--- config.mk ---
export PLATFORM = sky130hd
export DESIGN_NAME = nmea_header_matcher
export DESIGN_NICKNAME = d
export VERILOG_FILES = /design/src/rtl/nmea_header_matcher.sv
export SDC_FILE = /design/constraint.sdc
export NUM_CORES = 1
export LEC_CHECK = 0
export CORE_MARGIN = 4
export CORE_UTILIZATION = 55
export CTS_CLUSTER_DIAMETER = 50
export CTS_CLUSTER_SIZE = 16
export DETAILED_ROUTE_END_ITERATION = 6
export HOLD_SLACK_MARGIN = 0.1
export PLACE_DENSITY = 0.91
export SYNTH_ARGS = -nofsm -noshare
export SYNTH_HDL_FRONTEND = slang
export SYNTH_SLANG_ARGS = --single-unit
--- constraint.sdc ---
create_clock -name clock -period 3.9 [get_ports clock]
set_input_delay 0.78 -clock clock [delete_from_list [all_inputs] [get_ports clock]]
set_output_delay 0.78 -clock clock [all_outputs]
set_load 0.02 [all_outputs]
--- src/rtl/nmea_header_matcher.sv ---
// Tracks N fixed-length reference headers in parallel over a byte stream; one byte per clock.
// resolve/reject/progress appear one clock after the deciding byte; no backpressure, every load is consumed.
module nmea_header_matcher #(
  parameter int B = 8,
  parameter int L = 6,
  parameter int N = 4,
  parameter logic [N*L*B-1:0] REFS = {"$GPZDA", "$GPRMC", "$GPGGA", "$GNGGA"},
  parameter int IW = (N > 1) ? $clog2(N) : 1,
  localparam int PW = $clog2(L + 1)
) (
  input  logic          clock,
  input  logic          reset_n,
  input  logic          restart,
  input  logic          load,
  input  logic [B-1:0]  data,
  input  logic [N-1:0]  enable,
  output logic          resolve,
  output logic [IW-1:0] resolve_id,
  output logic          reject,
  output logic [PW-1:0] progress
);

  localparam logic [PW-1:0] LAST = PW'(L - 1);

  logic [PW-1:0] pos, pos_nxt;
  logic [N-1:0]  alive, alive_nxt;
  logic [N-1:0]  hit, seed;
  logic          resolve_nxt, reject_nxt;
  logic [IW-1:0] id_nxt;

  function automatic logic [B-1:0] ref_byte(input int i, input int p);
    return REFS[((N-1-i)*L + L-1-p)*B +: B];
  endfunction

  // Lowest set index wins, so duplicate references resolve to the smaller id.
  function automatic logic [IW-1:0] lowest(input logic [N-1:0] v);
    logic [IW-1:0] r;
    r = '0;
    for (int i = N-1; i >= 0; i--) begin
      if (v[i]) r = IW'(i);
    end
    return r;
  endfunction

  always_comb begin
    hit  = '0;
    seed = '0;
    for (int i = 0; i < N; i++) begin
      hit[i]  = alive[i] & enable[i] & (ref_byte(i, int'(pos)) == data);
      seed[i] = enable[i] & (ref_byte(i, 0) == data);
    end
  end

  always_comb begin
    pos_nxt     = pos;
    alive_nxt   = alive;
    resolve_nxt = 1'b0;
    reject_nxt  = 1'b0;
    id_nxt      = resolve_id;
    if (restart) begin
      pos_nxt   = '0;
      alive_nxt = '1;
    end else if (load) begin
      if (|hit) begin
        if (pos == LAST) begin
          resolve_nxt = 1'b1;
          id_nxt      = lowest(hit);
          pos_nxt     = '0;
          alive_nxt   = '1;
        end else begin
          alive_nxt = hit;
          pos_nxt   = pos + PW'(1);
        end
      end else begin
        // The breaking byte is re-examined as byte 0 of a fresh attempt.
        reject_nxt = (pos != '0);
        if (|seed) begin
          if (L == 1) begin
            resolve_nxt = 1'b1;
            id_nxt      = lowest(seed);
            pos_nxt     = '0;
            alive_nxt   = '1;
          end else begin
            alive_nxt = seed;
            pos_nxt   = PW'(1);
          end
        end else begin
          pos_nxt   = '0;
          alive_nxt = '1;
        end
      end
    end
  end

  always_ff @(posedge clock or negedge reset_n) begin
    if (!reset_n) begin
      pos        <= '0;
      alive      <= '1;
      resolve    <= 1'b0;
      resolve_id <= '0;
      reject     <= 1'b0;
    end else begin
      pos        <= pos_nxt;
      alive      <= alive_nxt;
      resolve    <= resolve_nxt;
      resolve_id <= id_nxt;
      reject     <= reject_nxt;
    end
  end

  assign progress = pos;

endmodule
Yosys cells after proc, flatten, opt, wreduce, memory -nomap -nowiden. Cells that the tools add are included.

Output and inout port bits: 7. Word-level logic and storage cells: 59. Register bits: 11. Input port bits: 16.

Reductions and logical operators: 5. Mux-type cells: 21. Bitwise operators: 13. Equal/unequal tests: 6. Add/sub/neg operators: 5. Shifts and indexed selects: 4.

Operators by type and width (count): variable part select 192 x 9 -> 8 bit (first input constant) (2); variable part select 192 x 7 -> 8 bit (first input constant) (1); variable part select 192 x 8 -> 8 bit (first input constant) (1); == test 8 bit (4); 2-to-1 mux 4 bit (5); bitwise AND 1 bit (12); 2-to-1 mux 3 bit (4); subtractor 5 x 3 -> 6 bit (first input constant) (2); == test 6 x 8 -> 1 bit (first input constant) (1); 2-to-1 mux 1 bit (8); 2-to-1 mux 2 bit (4); OR reduction 4 bit (2); subtractor 4 x 3 -> 5 bit (first input constant) (1); AND reduction 4 bit (1); subtractor 3 x 3 -> 4 bit (first input constant) (1); adder 3 x 1 -> 3 bit (second input constant) (1); == test 3 bit (second input constant) (1); nonzero test 3 bit (1); nonzero test 2 bit (1); inverter 1 bit (1).

Logic depth before layout (Yosys ltp).
Word-level depth: 8. Mapped depth: 12. Depth with buffers taken out: 9.

Worst setup path before layout. Ideal clock, no wire load.

Path kind: reg2reg. From: reg pos[1], in the netlist progress[1]. To: reg alive[2]. Cell stages (with the launch flop): 11. Library setup time: 0.090 ns. Data arrival time: 2.911 ns. Buffers on the path: 1. Path slack: 0.900 ns. Required time: 3.810 ns. Period minus slack after synthesis: 3.000 ns. Path through: dfrtp_1 clkbuf_8 inv_1 ha_1 or4b_1 o211ai_2 a22oi_2 a2111oi_4 a21o_4 nor3_1 a311oi_2.

Longest elaborated chain between the ends: 8. Elaborated cells on any way between the ends: 22. Classes of those cells: add/sub (4); eq/ne (5); shift (4); mux (4); bitwise (4); reduce/logical (1).

Ends and longest elaborated chain: from (decl) (RTL line 25) `logic [PW-1:0] pos, pos_nxt;`; from (signal assigned) (RTL line 103) `pos <= pos_nxt;`; subtractor 5 x 3 -> 6 bit (tied with other cells) (RTL line 32) `return REFS[((N-1-i)*L + L-1-p)*B +: B];`; variable part select 192 x 9 -> 8 bit (tied with other cells) (RTL line 32); == test 8 bit (RTL line 49) `hit[i] = alive[i] & enable[i] & (ref_byte(i, int'(pos)) == data);`; bitwise AND 1 bit (RTL line 49); OR reduction 4 bit / 2-to-1 mux 4 bit (equally long branches) (RTL line 64, 65); 2-to-1 mux 4 bit * (RTL line 64) `if (|hit) begin`; 2-to-1 mux 4 bit * (RTL line 63) `end else if (load) begin`; 2-to-1 mux 4 bit * (RTL line 60) `if (restart) begin`; to (signal assigned) (RTL line 104) `alive <= alive_nxt;`; to (decl) (RTL line 26) `logic [N-1:0] alive, alive_nxt;`.

Every way passes the cells marked *; elsewhere a longest branch is shown, timed or not. The select of a mux whose other input is x is not followed. A chain may end at the register's enable or synchronous reset.

Worst setup path after layout.
From: in data[6]. To: reg pos[1], in the netlist progress[1].

Longest elaborated chain between the ends: 6. Elaborated cells on any way between the ends: 12. Classes of those cells: eq/ne (4); mux (3); bitwise (4); reduce/logical (1).

Ends and longest elaborated chain: from (decl) (RTL line 15) `input logic [B-1:0] data,`; == test 8 bit (RTL line 49); bitwise AND 1 bit (RTL line 49); OR reduction 4 bit * (RTL line 64); 2-to-1 mux 3 bit * (RTL line 64); 2-to-1 mux 3 bit * (RTL line 63); 2-to-1 mux 3 bit * (RTL line 60).

Marked as above.

==> results.md <==
* Crit-path max FO at 8
* Clk Latency, worst-skew pair at around 0.27 ns
* CP arrival at about 3.2 ns
* Residual DRC at 0
* H-tree depth at 1
* CP max stage delay at slightly below 0.6 ns
* Fin. Hold Viols at 0
* Crit share post-route at 0.758
* GPL Wtd Cong at 0.902
* # port buffers at 22
* Ordered cell list for the critical path: clkdlybuf4s50_1 > or4b_1 > o211ai_2 > a22oi_2 > a2111oi_4 > a21oi_1 > nand2_2 > a32o_1
* Final nets at around 230
* Minimum clock period at a little under 3 ns
* Antenna Cells at 0
* Avg Vias per Cell at roughly 6.4
* Final core occ at 0.646
* Die span in x at slightly above 60 um
* Setup violators final at 0
* IO Count at 23
* Most common cell in the netlist: nor3_1
* Busiest grt layer: met2
* R2r endpoint: reject
* Async SR Flop Fraction at 1.00
* Worst hold-check path type: flip-flop to flip-flop
* Post-synthesis cell type count at 53
* Vias at ~1500
* Number of buffers inserted by hold repair at cts at 0
* Vias in the first global route at roughly 1400
* Rows at 19
* CP Capture Type: flip-flop
* 1st-iter DRT viols at around 140
* Final HPWL from detailed placement at between 2 and 3 mm
* Worst r2r path cells at 9
* CTS tree: done
* Share of cells above drive strength 1 at 0.121
* Largest net degree at the start of global routing at 23
* Synth area leader: dfrtp_1
* TritonCTS buffer count at 3
* Worst slew pin tran at ~0.49 ns
* Syn_area_per_cell at around 9 sq um
* Syn nets at ~210
* Register area share after synthesis at 0.173
* Slowest stage cell, crit path: or4b_1
* Levels on crit path at 8
* Core Area at between 0.002 and 0.003 sq mm
* Post-CTS Resized at 0
* Synth Flop Type: dfrtp_1
* Relative slew slack at 0.672
* CTS Buffer Depth at 2
* Number of flops mapped to enable cells by yosys at 0
* Worst path required time at 4.11 ns
* Max Clk Rate at 338 MHz
* Routed Antenna Nets at 0
* Critical path type: input pin to flip-flop
* Grt total ovfl at 0
* Total power at 0.254 mW
* Power Density at around 140 mW/mm^2
* Critical Path End: progress[1]
* WHS at approximately 0.5 ns
* Status: completed
* Buf/Inv on CP at 1
* Syn-to-layout area delta at 10.6%
* Crit. Startpoint: data[6]
* GR Util met1 at 0.255
* Reg2Reg Setup Slack at between 0.9 and 1 ns
* Die Y at just over 60 um
* Top cells by area, synth: dfrtp_1, ha_1, xnor2_1
* Clk slew on worst S/H paths at 0.07 ns
* Total global-route track usage at 0.195
* Post-CTS setup buffers at 0
* RR Startpoint: progress[1]
* Startpoint types: input pin
* Area share of the largest cell type after synthesis at 0.108
* Hold depth at 1
* Global-route track usage on met3 at 0.0234
* Root buffer cell: clkbuf_4
* Seq cells post-synth at 11
* Clk_skew at 0.00582 ns
* Met2 Track Usage GR at 0.332
* Post-Syn Instances at 182
* Post-synth top cells: nor3_1, ha_1, xnor2_1, nor2_1
* Slew Viols, Final at 0
* Total of max-cap violations at 0
* DRT Pass-1 Iters at 4
* Routed wire length per instance at ~17 um
* Worst VDD drop at approximately 0.25 mV
* Detailed-route wire length at between 3 and 4 mm
* RSZ-0062 raised after global routing: no
* Clock Sinks at 11
* Initial antenna violation count at 0
* Starting density of the core at 0.584
* Leak at ~0.68 nW
* Layout filler cell count at between 200 and 250
* Post-synthesis cell area at ~0.0016 sq mm
* Largest delay share family, worst path: compound AO/OA/AOI/OAI gates
* First-pass GRT wire length at 6.41 mm
* Die ar. at 0.00389 sq mm
* Synth warnings at 0
* Fin Setup TNS at 0 ns
## report_power, final
| group | internal, mW | switching, mW | total (mW) |
|---|---|---|---|
| sequential | 0.115 | 0.000149 | 0.115 |
| combinational | 0.0290 | 0.0326 | 0.0615 |
| clock | 0.0397 | 0.0381 | 0.0777 |
## layout make-up
class / count / area (sq um) / area share
multi-input cells: 152 / 1180 / 0.658
flip-flops and latches: 11 / 280 / 0.156
well taps: 31 / 38.8 / 0.0216
inverters: 5 / 18.8 / 0.0104
repair buffers: 26 / 250 / 0.139
clock buffers: 4 / 26.3 / 0.0146
## cells in the final DEF, fill, tap and decap left out, types with 2 or more instances in the layout
cell type,n
nand2b_1,2
dfstp_2,4
dfrtp_1,7
clkbuf_4,3
nand2_1,10
or3_1,4
nor3_1,14
o31ai_1,2
nand4_1,3
and4b_1,2
and2_2,2
a311oi_1,3
clkdlybuf4s50_1,22
a21oi_1,6
xnor2_1,13
nor2_1,11
nor4b_1,3
a2111oi_4,2
o21ai_0,6
a2111oi_0,2
inv_1,5
xor2_1,10
nor2b_1,3
a221oi_1,2
ha_1,13
nand3_1,5
mux2i_1,10
nand3b_1,2
a21o_1,2
buf_4,4
## worst reg2reg max path, delay by kind of cell (launching register included)
kind,cells,cell delay [ns]
compound gates,4,1.03
xor+xnor,1,0.22
fa+ha+maj,1,0.63
buf+inv,2,0.36
flops,1,0.35
simple gates,1,0.17
## metal layers
layer | vias to the layer above | routed length [um]
li1 | 700 | -
met1 | 710 | 1710
met2 | 47 | 1860
met3 | 4 | 172
met4 | 0 | 57
met5 | - | 0
## registers in the layout (all words and copies together), names as in the netlist
name        count
resolve_id      2
alive           4
resolve         1
reject          1
progress        3
## cell families (layout without fill, tap and decap cells)
logic type,count (synthesis),in the layout,synth area share
AND/OR/NAND/NOR,68,68,0.232
AO/OA/AOI/OAI,38,38,0.210
XOR/XNOR,23,23,0.124
buffers and inverters,19,35,0.0994
adder cells (fa/ha/maj),13,13,0.100
flip-flops,11,11,0.173
multiplexers,10,10,0.0616
## through the flow
step | instance area, sq um | worst slack (ns) | cells
after floorplan | 1620 | 0.900 | 182
after global placement | 1770 | 0.746 | 225
after detailed placement | 1770 | 0.665 | 225
after CTS | 1800 | 0.958 | 229
after global routing | 1800 | 0.804 | 229
final | 1800 | 0.944 | 229
## how the worst min path moves through the flow
| stage | start | endpoint | slack, ns |
|---|---|---|---|
| final | resolve_id[1] | resolve_id[1] | 0.50 |
| after global routing | resolve_id[1] | resolve_id[1] | 0.53 |
| after CTS | resolve_id[1] | resolve_id[1] | 0.50 |
| after detailed placement | resolve_id[1] | resolve_id[1] | 0.48 |
| after global placement | resolve_id[0] | resolve_id[0] | 0.48 |
| after floorplan | reset_n | progress[0] | 0.48 |
Power figures use the tool's default switching activity.
